===== src/rtl/router_pkg.sv =====
// Shared router constants: byte width and the destination-address field.
// The FSM, FIFO, sync and register blocks all use these.
package router_pkg;
  localparam int DATA_W = 8;
  localparam int ADDR_W = 2;
  localparam logic [ADDR_W-1:0] ADDR_INVALID = 2'b11;
endpackage


===== src/rtl/router_parity_chk.sv =====
// Running XOR parity versus trailing parity byte; the error flag lags parity_done by one cycle.
// ROUTER_REG_STICKY_ERR_EN makes error sticky until the next detect_add or reset.
module router_parity_chk
  import router_pkg::*;
(
  input  logic              clock,
  input  logic              resetn,
  input  logic              detect_add,
  input  logic              lfd_state,
  input  logic              ld_state,
  input  logic              laf_state,
  input  logic              full_state,
  input  logic              pkt_vld,
  input  logic              fifo_full,
  input  logic              low_packet_valid,
  input  logic [DATA_W-1:0] hdr,
  input  logic [DATA_W-1:0] data_in,
  input  logic [DATA_W-1:0] hold,
  output logic              parity_done,
  output logic              error
);

  logic [DATA_W-1:0] internal_parity;
  logic [DATA_W-1:0] packet_parity;
  logic              ld_last;
  logic              laf_capture;

  // The parity byte arrives either directly in LOAD_DATA, or from the hold register after a full stall.
  assign ld_last     = ld_state & ~pkt_vld & ~fifo_full;
  assign laf_capture = laf_state & low_packet_valid & ~parity_done;

  always_ff @(posedge clock or posedge resetn) begin
    if (resetn)
      internal_parity <= '0;
    else if (detect_add)
      internal_parity <= '0;
    else if (lfd_state && pkt_vld)
      internal_parity <= internal_parity ^ hdr;
    else if (ld_state && pkt_vld && !full_state)
      internal_parity <= internal_parity ^ data_in;
  end

  always_ff @(posedge clock or posedge resetn) begin
    if (resetn)
      packet_parity <= '0;
    else if (detect_add)
      packet_parity <= '0;
    else if (ld_last)
      packet_parity <= data_in;
    else if (laf_capture)
      packet_parity <= hold;
  end

  always_ff @(posedge clock or posedge resetn) begin
    if (resetn)
      parity_done <= 1'b0;
    else if (detect_add)
      parity_done <= 1'b0;
    else if (ld_last || laf_capture)
      parity_done <= 1'b1;
  end

`ifdef ROUTER_REG_STICKY_ERR_EN
  always_ff @(posedge clock or posedge resetn) begin
    if (resetn)
      error <= 1'b0;
    else if (detect_add)
      error <= 1'b0;
    else if (parity_done && (internal_parity != packet_parity))
      error <= 1'b1;
  end
`else
  always_ff @(posedge clock or posedge resetn) begin
    if (resetn)
      error <= 1'b0;
    else if (parity_done)
      error <= (internal_parity != packet_parity);
  end
`endif

endmodule


===== src/rtl/router_register_core.sv =====
// Router register stage: header latch, one-cycle dout register, full-hold byte; parity check in router_parity_chk.
// A full FIFO parks one byte in hold until LOAD_AFTER_FULL; ROUTER_REG_STICKY_ERR_EN selects sticky error.
module router_register_core
  import router_pkg::*;
(
  input  logic              clock,
  input  logic              resetn,
  input  logic              pkt_vld,
  input  logic              fifo_full,
  input  logic              detect_add,
  input  logic              lfd_state,
  input  logic              ld_state,
  input  logic              laf_state,
  input  logic              full_state,
  input  logic              rst_int_reg,
  input  logic [DATA_W-1:0] data_in,
  output logic [DATA_W-1:0] dout,
  output logic              error,
  output logic              parity_done,
  output logic              low_packet_valid
);

  logic [DATA_W-1:0] hdr;
  logic [DATA_W-1:0] hold;

  // Headers carrying the invalid address leave the previous header in place.
  always_ff @(posedge clock or posedge resetn) begin
    if (resetn)
      hdr <= '0;
    else if (detect_add && pkt_vld && (data_in[ADDR_W-1:0] != ADDR_INVALID))
      hdr <= data_in;
  end

  always_ff @(posedge clock or posedge resetn) begin
    if (resetn) begin
      dout <= '0;
      hold <= '0;
    end else if (lfd_state) begin
      dout <= hdr;
    end else if (ld_state && !fifo_full) begin
      dout <= data_in;
    end else if (ld_state && fifo_full) begin
      hold <= data_in;
    end else if (laf_state) begin
      dout <= hold;
    end
  end

  always_ff @(posedge clock or posedge resetn) begin
    if (resetn)
      low_packet_valid <= 1'b0;
    else if (rst_int_reg)
      low_packet_valid <= 1'b0;
    else if (ld_state && !pkt_vld)
      low_packet_valid <= 1'b1;
  end

  router_parity_chk u_parity_chk (
    .clock            (clock),
    .resetn           (resetn),
    .detect_add       (detect_add),
    .lfd_state        (lfd_state),
    .ld_state         (ld_state),
    .laf_state        (laf_state),
    .full_state       (full_state),
    .pkt_vld          (pkt_vld),
    .fifo_full        (fifo_full),
    .low_packet_valid (low_packet_valid),
    .hdr              (hdr),
    .data_in          (data_in),
    .hold             (hold),
    .parity_done      (parity_done),
    .error            (error)
  );

endmodule


===== config.mk =====
export PLATFORM = sky130hd
export DESIGN_NAME = router_register_core
export DESIGN_NICKNAME = d
export VERILOG_FILES = /design/src/rtl/router_pkg.sv /design/src/rtl/router_parity_chk.sv /design/src/rtl/router_register_core.sv
export SDC_FILE = /design/constraint.sdc
export NUM_CORES = 1
export LEC_CHECK = 0
export CAP_MARGIN = 40
export CELL_PAD_IN_SITES_DETAIL_PLACEMENT = 0
export CELL_PAD_IN_SITES_GLOBAL_PLACEMENT = 1
export CORE_MARGIN = 2
export CORE_UTILIZATION = 44
export CTS_BUF_LIST = sky130_fd_sc_hd__clkbuf_4
export CTS_CLUSTER_DIAMETER = 60
export DETAILED_ROUTE_END_ITERATION = 6
export GPL_TIMING_DRIVEN = 0
export PLACE_DENSITY_LB_ADDON = 0.3
export SYNTH_ARGS = -nofsm -noshare
export SYNTH_HDL_FRONTEND = slang
export SYNTH_SLANG_ARGS = --single-unit

===== constraint.sdc =====
create_clock -name clock -period 1.7 [get_ports clock]
set_clock_uncertainty 0.05 [all_clocks]
set_input_delay 0.425 -clock clock [delete_from_list [all_inputs] [get_ports clock]]
set_output_delay 0.425 -clock clock [all_outputs]
set_load 0.02 [all_outputs]

==> impl_metrics.toml, run 1 <==
[status]
status = "complete, no violations"

[clocking]
h-tree-depth = 2
clock_sinks = 43
numCtsBuffers = 5
clock_latency_ns = 0.35
cts.path.max_buffers = 2
cts-root-buf = "clkbuf_4"
cts_hold_buf = 0
tritoncts = "done"
clk_pin_slew_ns = 0.13

[timing]
worst_pin_slew_ns = 0.496
rsz0062_at_grt = "yes"
period_needed_ns = 1.66
fmax_ghz = 0.601
setup_viol = 0
fin_crit_sh_pct = 97.9
hold_violations = 0
fin_ws_ns = 0.0359
timing.slew.headroom_pct = 66.9
drv_slew = 0

[routing]
drtPass1Iterations = 4
vias = 1578
drc_errors = 0
ant_nets = 0
wl_per_cell_um = 15.9
drt_iter0_drc = 73
drt-total-wl_um = 4640
vias_per_cell = 5.42

[finish]
syn_to_final_growth_pct = 21.9
multi_input_area_sq_um = 992
final_core_util_pct = 55.0
final_cells = 291
fin_area_sq_mm = 0.00258
post_route_cells_drive_above_1_share_pct = 17.3
diodes = 0
finalNetCount = 254
nFillCells = 435
final-seq-area_sq_mm = 0.00108

[grt]
grt_overflow = 0
antenna_found_initial = 0
grt_use_total_pct = 18.7
grt_max_degree = 37
grt_pass1_vias = 1533
grt_pass1_wl_um = 7590

[synthesis]
synth_top_area_share_pct = 50.8
synthFlopType = "dfrtp_1"
synth.top_cells.by_count = "dfrtp_1 (43), nand2_1 (25), mux2_2 (21)"
ys_top_cells_by_area = "dfrtp_1 (51%), mux2_2 (11%), mux2i_1 (7.6%)"
synth_seq_area_share_pct = 50.8
ys_async_sr_fraction_pct = 100
synth.distinct_cells = 27
syn_nets = 216
syn_area_sq_mm = 0.00212
avgSynthCellArea_sq_um = 10.7
yosys.area.top_type = "dfrtp_1"
yosysMostFrequentCell = "dfrtp_1"
yosys_warnings = 0
synth_edf_count = 0
postSynthCellCount = 198
synth_seq_cells = 43

[place]
post-place-ws_ns = -0.505
dp.cells = 280
io_buffers = 27
dp.final_hpwl_um = 3410
globalplace.congestion = 0.758
place_area_sq_mm = 0.00248

[critical_path]
path_class = "input pin to register"
cp_top_family = "buffers and inverters"
path_cells = "clkdlybuf4s50_1 > buf_4 > nand3b_1 > buf_12 > mux2_2"
slowest_delay_ns = 0.54
slowest_stage = "clkdlybuf4s50_1"
critPathArrivalTime_ns = 1.86
required_ns = 1.90
start_kind = "input pin"
path_buf_inv = 3
critPathCaptureType = "register"
cp_max_fo = 10

[flow_run]
cap_violations = 0

[power_and_ir_drop]
ir_drop_v = 0.000610
total_power_mw = 2.47
p_int_mw = 1.74
seqPwrFrac_pct = 51.5
p_switching_mw = 0.728
p_leak_nw = 1.19
clock_power_share_pct = 25.8
power_frac_comb_pct = 22.7
p_sw_share_pct = 29.5
pwr_density_cell_mw_per_mm2 = 957

[floorplanning]
start_util_pct = 45.1
die-width_um = 73.4
die_h_um = 73.4
fp-row-count = 25
die-area_sq_mm = 0.00539
pin_count = 29
core_area_sq_mm = 0.00469

[min_path]
min_path_type = "input pin to async pin"
-- power by group through the flow --
| stage | combinational (mW) | clock (mW) | sequential [mW] |
|---|---|---|---|
| after global placement | 0.576 | 0 | 1.29 |
| after detailed placement | 0.589 | 0 | 1.29 |
| after global routing | 0.614 | 0.682 | 1.29 |
| after CTS | 0.561 | 0.652 | 1.27 |
| after floorplan | 0.299 | 0 | 1.33 |
| final | 0.560 | 0.638 | 1.27 |
-- kinds of logic (layout without fill, tap and decap cells) --
family | Yosys count | in the layout | share of synthesized area [%]
buf+inv | 11 | 50 | 2.36
compound gates | 37 | 37 | 10.6
xor+xnor | 8 | 8 | 3.31
simple gates | 61 | 61 | 13.7
flops | 43 | 43 | 50.8
mux | 38 | 38 | 19.3
-- area by class of cell --
type                       count  share of cell area, %
buffer                         8                   1.84
clock buffer                   5                   1.45
clock inverter                 3                   1.50
inverter                       3                  0.436
multi-input combinational    144                   38.4
sequential                    43                   41.7
tap                           54                   2.62
timing repair buffer          31                   12.0
-- path summary, 6_finish.rpt --
path	depth (start not counted)	slack, ns	start	end
worst max-delay path	5	0.04	lfd_state	hold[7]$_DFFE_PP0P_
worst min-delay path	2	0.25	resetn	u_parity_chk.internal_parity[1]$_DFFE_PP0P_
worst max register to register	5	0.23	u_parity_chk.parity_done$_DFFE_PP0P_	u_parity_chk.packet_parity[7]$_DFFE_PP0P_
worst min register to register	2	0.45	dout[7]$_DFFE_PP0P_	dout[7]$_DFFE_PP0P_
max in group asynchronous	3	0.91	resetn	u_parity_chk.internal_parity[2]$_DFFE_PP0P_
min in group clock	2	0.43	detect_add	u_parity_chk.packet_parity[3]$_DFFE_PP0P_
-- layout by cell type, fill, tap and decap left out, types with 5 or more instances in the layout --
| master | n |
|---|---|
| dfrtp_1 | 43 |
| nand2_1 | 25 |
| mux2_2 | 21 |
| nor2_1 | 16 |
| mux2i_1 | 16 |
| clkdlybuf4s50_1 | 15 |
| dlygate4sd2_1 | 12 |
| o21ai_0 | 10 |
| a21oi_1 | 9 |
| a311oi_1 | 8 |
| xor2_1 | 8 |
| or3_1 | 8 |
| o21ai_1 | 6 |
| clkbuf_4 | 5 |
-- routing by layer --
layer	share of wire (%)	track usage [%]	up-vias	routed length, um
met4	1.4	6.06	0	63
met1	50	25.8	763	2310
met2	45	29.5	33	2080
met5	0	0	-	0
met3	4.0	4.12	8	185
li1	-	-	774	-
-- through the flow --
step                hold slack [ns]  TNS (ns)
floorplan                     0.438         0
global placement              0.425    -45.56
detailed placement            0.424    -13.91
CTS                           0.245         0
global route                  0.252   -0.0140
finish                        0.250         0
-- sequential cells by signal (all words and copies together) (netlist names) --
| signal | cells |
|---|---|
| dout | 8 |
| hdr | 8 |
| hold | 8 |
| low_packet_valid | 1 |
| u_parity_chk.error | 1 |
| u_parity_chk.internal_parity | 8 |
| u_parity_chk.packet_parity | 8 |
| u_parity_chk.parity_done | 1 |
-- timing repair --
item | in CTS | in global routing
endpoints found under the setup margin | 29 | 5
pin swaps | 0 | 1
resized for setup | 14 | 1
setup buffers | 1 | 2
Power figures use the tool's default switching activity.
==> inputs of run 2 (changes only) <==
- GPL_TIMING_DRIVEN: 0 -> not set
==> run 2 against run 1 <==
Net effect: sequential share of layout area is 1.9 points lower; cell count is 3.4% higher; routed wire length is 1.3% higher; worst hold slack better by 0.12 ns; combinational power is 5.5% higher; die area stayed put; clock power is 3% lower; maximum frequency is 0.72% higher; non-clock buffer count is 10 higher; cell area is 4.7% higher; critical endpoint is now dout[6]$_DFFE_PP0P_; largest cell class unchanged.
==> impl_metrics.toml, run 2 (synthesis gave the netlist of run 1 again) <==
[routing]
drt_iter0_drc = 135
wl_met2_um = 2180
vias_per_cell = 5.35
wl_met3_um = 174
highest_layer = "met4"
vias = 1610
wl_per_cell_um = 15.6
drt-total-wl_um = 4700
drc_errors = 0
ant_nets = 0
drtPass1Iterations = 4
m1WireLength_um = 2270

[finish]
syn_to_final_growth_pct = 27.6
post_route_cells_drive_above_1_share_pct = 21.1
fin_area_sq_mm = 0.00270
finalNetCount = 264
diodes = 0
final_cells = 301
final_cell_mix = "dfrtp_1 (43), nand2_1 (25), mux2_2 (21), clkdlybuf4s50_1 (17), buf_4 (17)"
final_common_cell = "dfrtp_1"
final_core_util_pct = 57.6

[grt]
grt_pass1_wl_um = 8000
grt_max_degree = 44
grt_use_total_pct = 19.6
grt_overflow = 0
grt_pass1_vias = 1633
antenna_found_initial = 0

[place]
place_area_sq_mm = 0.00263
dp.final_hpwl_um = 3510
post-place-ws_ns = -0.336
globalplace.congestion = 0.824
dp.cells = 292
io_buffers = 28

[power_and_ir_drop]
pwr_density_cell_mw_per_mm2 = 921
p_leak_nw = 1.26
total_power_mw = 2.49
ir_drop_v = 0.000507

[status]
status = "complete, no violations"

[timing]
fin_crit_sh_pct = 97.2
setup_viol = 0
rsz0062_at_grt = "no"
period_needed_ns = 1.65
hold_violations = 0
fmax_ghz = 0.605
drv_slew = 0
timing.slew.headroom_pct = 66.6
worst_pin_slew_ns = 0.501
fin_ws_ns = 0.0478

[clocking]
clock_sinks = 43
clock_latency_ns = 0.34
numCtsBuffers = 5
cts_hold_buf = 0
h-tree-depth = 2
tritoncts = "done"
clk_pin_slew_ns = 0.12
cts.path.max_buffers = 2
cts-root-buf = "clkbuf_4"

[critical_path]
path_cells = "clkdlybuf4s50_1 > nor2b_1 > buf_4 > mux2_2 > mux2i_1 > o21ai_0"
critPathLaunch = "ld_state"
path_class = "input pin to register"
critPathArrivalTime_ns = 1.84
r2r_setup_slack_ns = 0.31
slowest_stage = "clkdlybuf4s50_1"
start_kind = "input pin"
reg2reg_depth = 4
slowest_delay_ns = 0.50
r2r_end = "u_parity_chk.packet_parity[2]$_DFFE_PP0P_"
cp_max_fo = 7
cp_num_cells = 6
path_buf_inv = 2
crit-reg2reg-launch = "u_parity_chk.parity_done$_DFFE_PP0P_"
critPathCaptureType = "register"
cp_top_family = "buffers and inverters"
required_ns = 1.89

[min_path]
min_path_type = "input pin to async pin"

[floorplanning]
core_area_sq_mm = 0.00469
start_util_pct = 45.1
die-area_sq_mm = 0.00539
pin_count = 29
fp-row-count = 25
die-width_um = 73.4
die_h_um = 73.4

[flow_run]
cap_violations = 0
## run 2: changes by cell type in the layout (fill, tap and decap cells not counted), sizes merged
| cell | delta |
|---|---|
| clkdlybuf4s50 | +2 |
| clkbuf | -3 |
| dlygate4sd2 | -1 |
| buf | +12 |
## run 2: repair_timing
action	in CTS	in global routing
setup endpoints to repair	11	4
resized for setup	11	1
buffers inserted	0	1
endpoints found under the hold margin	0	0
## run 2: worst min-delay path: stages
cell             delay (ns)
clkdlybuf4s50_1        0.40
inv_1                  0.09
buf_12                 0.24
## run 2: worst max-delay path by stage
stage               slack [ns]                                     endpoint
detailed placement       -0.34                          dout[6]$_DFFE_PP0P_
global route              0.01                          dout[6]$_DFFE_PP0P_
finish                    0.05                          dout[6]$_DFFE_PP0P_
floorplan                 0.22                          dout[0]$_DFFE_PP0P_
global placement         -0.29                          dout[6]$_DFFE_PP0P_
CTS                       0.05  u_parity_chk.internal_parity[1]$_DFFE_PP0P_
## run 2: layout make-up
cell class	count	area, sq um
inverters	3	11.3
clock buffers	5	37.5
fillers	412	1990
well taps	54	67.6
repair buffers	49	474
multi-input cells	144	997
clock inverters	3	38.8
flip-flops and latches	43	1080
## run 2: stage by stage
step / hold WS (ns) / setup TNS, ns
global placement: 0.418 / -6.28
detailed placement: 0.423 / -7.24
global route: 0.380 / 0
finish: 0.375 / 0
floorplan: 0.438 / 0
CTS: 0.370 / 0
## run 2: power breakdown
group	switching (mW)	internal, mW
clock	0.320	0.303
combinational	0.293	0.297
sequential	0.107	1.17
total	0.720	1.77
## run 2: per-layer routing
metal | GRT usage (%) | vias to the layer above
li1 | - | 796
met1 | 27.2 | 775
met2 | 29.2 | 35
met3 | 5.21 | 4
met4 | 7.88 | 0
met5 | 0 | -
==> inputs of run 3 (changes only) <==
- CORE_UTILIZATION: 44 -> 45
- REMOVE_ABC_BUFFERS: not set -> 1
- SYNTH_HIERARCHICAL: not set -> 1
==> run 3 against run 2 <==
Net effect: setup slack about the same; power shrank 7.8%; routed wire length is 9.3% higher; sequential power barely moved; critical path type unchanged; largest power group unchanged.
==> impl_metrics.toml, run 3 <==
[synthesis]
yosys_warnings = 6
yosysMostFrequentCell = "dfrtp_1"
synth_seq_cells = 43
postSynthCellCount = 199
synth_edf_count = 0
synth_top_area_share_pct = 48.6
synth_seq_area_share_pct = 48.6
avgSynthCellArea_sq_um = 11.1
synth.distinct_cells = 32
ys_top_cells_by_area = "dfrtp_1 (49%), mux2_1 (7.1%), a311oi_2 (5.4%)"
syn_area_sq_mm = 0.00222
synth.top_cells.by_count = "dfrtp_1 (43), nand2_1 (25), o21ai_0 (16)"
yosys.area.top_type = "dfrtp_1"
synthFlopType = "dfrtp_1"
ys_async_sr_fraction_pct = 100

[clocking]
numCtsBuffers = 5
post-cts-setup-buffers = 0
clk_pin_slew_ns = 0.12
h-tree-depth = 2
cts_hold_buf = 0
clock_latency_ns = 0.35
clock_sinks = 43
cts-root-buf = "clkbuf_4"
tritoncts = "done"
cts.path.max_buffers = 2
cts-resized-gates = 11

[timing]
setup_viol = 0
period_needed_ns = 1.65
fin_setup_tns_ns = 0
hold_violations = 0
fmax_ghz = 0.605
drv_slew = 0
worst_pin_slew_ns = 0.393
rsz0062_at_grt = "no"
fin_crit_sh_pct = 97.2
timing.slew.headroom_pct = 73.7

[floorplanning]
start_util_pct = 46.9
die_h_um = 74.2
die-area_sq_mm = 0.00550
fp-row-count = 25
die-width_um = 74.2
pin_count = 29
core_area_sq_mm = 0.00472

[finish]
finalNetCount = 266
post_route_cells_drive_above_1_share_pct = 19.0
final_common_cell = "dfrtp_1"
final-seq-area_sq_mm = 0.00108
final_cell_mix = "dfrtp_1 (43), nand2_1 (25), buf_4 (23), clkdlybuf4s50_1 (17), o21ai_0 (16)"
final_core_util_pct = 57.6
diodes = 0
syn_to_final_growth_pct = 22.8
multi_input_area_sq_mm = 0.00106
nFillCells = 421

[status]
status = "complete, no violations"

[routing]
vias = 1664
vias_per_cell = 5.30
drt-total-wl_um = 5140
drc_errors = 0
wl_per_cell_um = 16.4
ant_nets = 0
drt_iter0_drc = 86
drtPass1Iterations = 4

[grt]
grt_use_total_pct = 21.0
grt_pass1_vias = 1776
grt_overflow = 0
grt_pass1_wl_um = 8660
antenna_found_initial = 0
grt_max_degree = 26

[place]
globalplace.congestion = 0.786
io_buffers = 28
dp.final_hpwl_um = 3990

[critical_path]
critPathLaunch = "pkt_vld"
start_kind = "input pin"
path_class = "input pin to register"
critPathArrivalTime_ns = 1.89
critPathCaptureType = "register"
required_ns = 1.94
cp_max_fo = 8
crit-reg2reg-launch = "u_parity_chk/parity_done$_DFFE_PP0P_"

[power_and_ir_drop]
ir_drop_v = 0.000687
p_leak_nw = 1.25
total_power_mw = 2.29
pwr_density_cell_mw_per_mm2 = 843

[flow_run]
cap_violations = 0

[min_path]
min_path_type = "input pin to async pin"
-- run 3: metal layers --
metal	up-vias	GRT usage [%]	wire, um
met5	-	0	0
met4	0	6.87	70
met3	8	4.74	211
met2	36	33.0	2420
met1	808	28.9	2430
li1	812	-	-
-- run 3: logic make-up (layout without fill, tap and decap cells) --
family          after synthesis  count (layout)  synth area share (%)
compound gates               47              47                  16.8
xor+xnor                      8               8                  3.16
buf+inv                      13              61                  4.07
flops                        43              43                  48.6
mux                          22              22                  10.7
simple gates                 66              66                  16.7
-- run 3: layout make-up --
type / instances / share of cell area (%)
timing repair buffer: 51 / 16.1
sequential: 43 / 39.6
inverter: 4 / 0.552
tap: 67 / 3.08
multi-input combinational: 143 / 39.0
clock buffer: 6 / 1.66
-- run 3: path summary, 6_finish.rpt --
kind                       slack [ns]  cells after the start                                     endpoint
min in group clock               0.47                      1                          dout[6]$_DFFE_PP0P_
max in group asynchronous        0.95                      3                          hold[3]$_DFFE_PP0P_
setup / recovery                 0.05                      6  u_parity_chk/internal_parity[6]$_DFFE_PP0P_
hold / removal                   0.35                      3    u_parity_chk/packet_parity[5]$_DFFE_PP0P_
setup reg to reg                 0.40                      4    u_parity_chk/packet_parity[3]$_DFFE_PP0P_
hold reg to reg                  0.47                      1                          dout[6]$_DFFE_PP0P_
-- run 3: critical path, cell delays in order --
cell             delay (ns)
clkdlybuf4s50_1        0.51
buf_4                  0.16
nand2_4                0.10
mux2i_1                0.18
or3_1                  0.36
a21oi_2                0.15
-- run 3: per-stage QoR --
stage	setup slack (ns)	hold WS (ns)	area (sq um)	instances
floorplan	0.199	0.314	2140	190
global placement	-0.217	0.447	2680	308
detailed placement	-0.343	0.453	2680	308
CTS	0.0287	0.350	2710	314
global route	0.0111	0.407	2720	314
finish	0.0480	0.352	2720	314
-- run 3: where the power goes --
group          switching (mW)  total [mW]  internal, mW
combinational           0.284       0.551         0.267
sequential              0.111        1.27          1.16
clock                   0.307       0.470         0.164
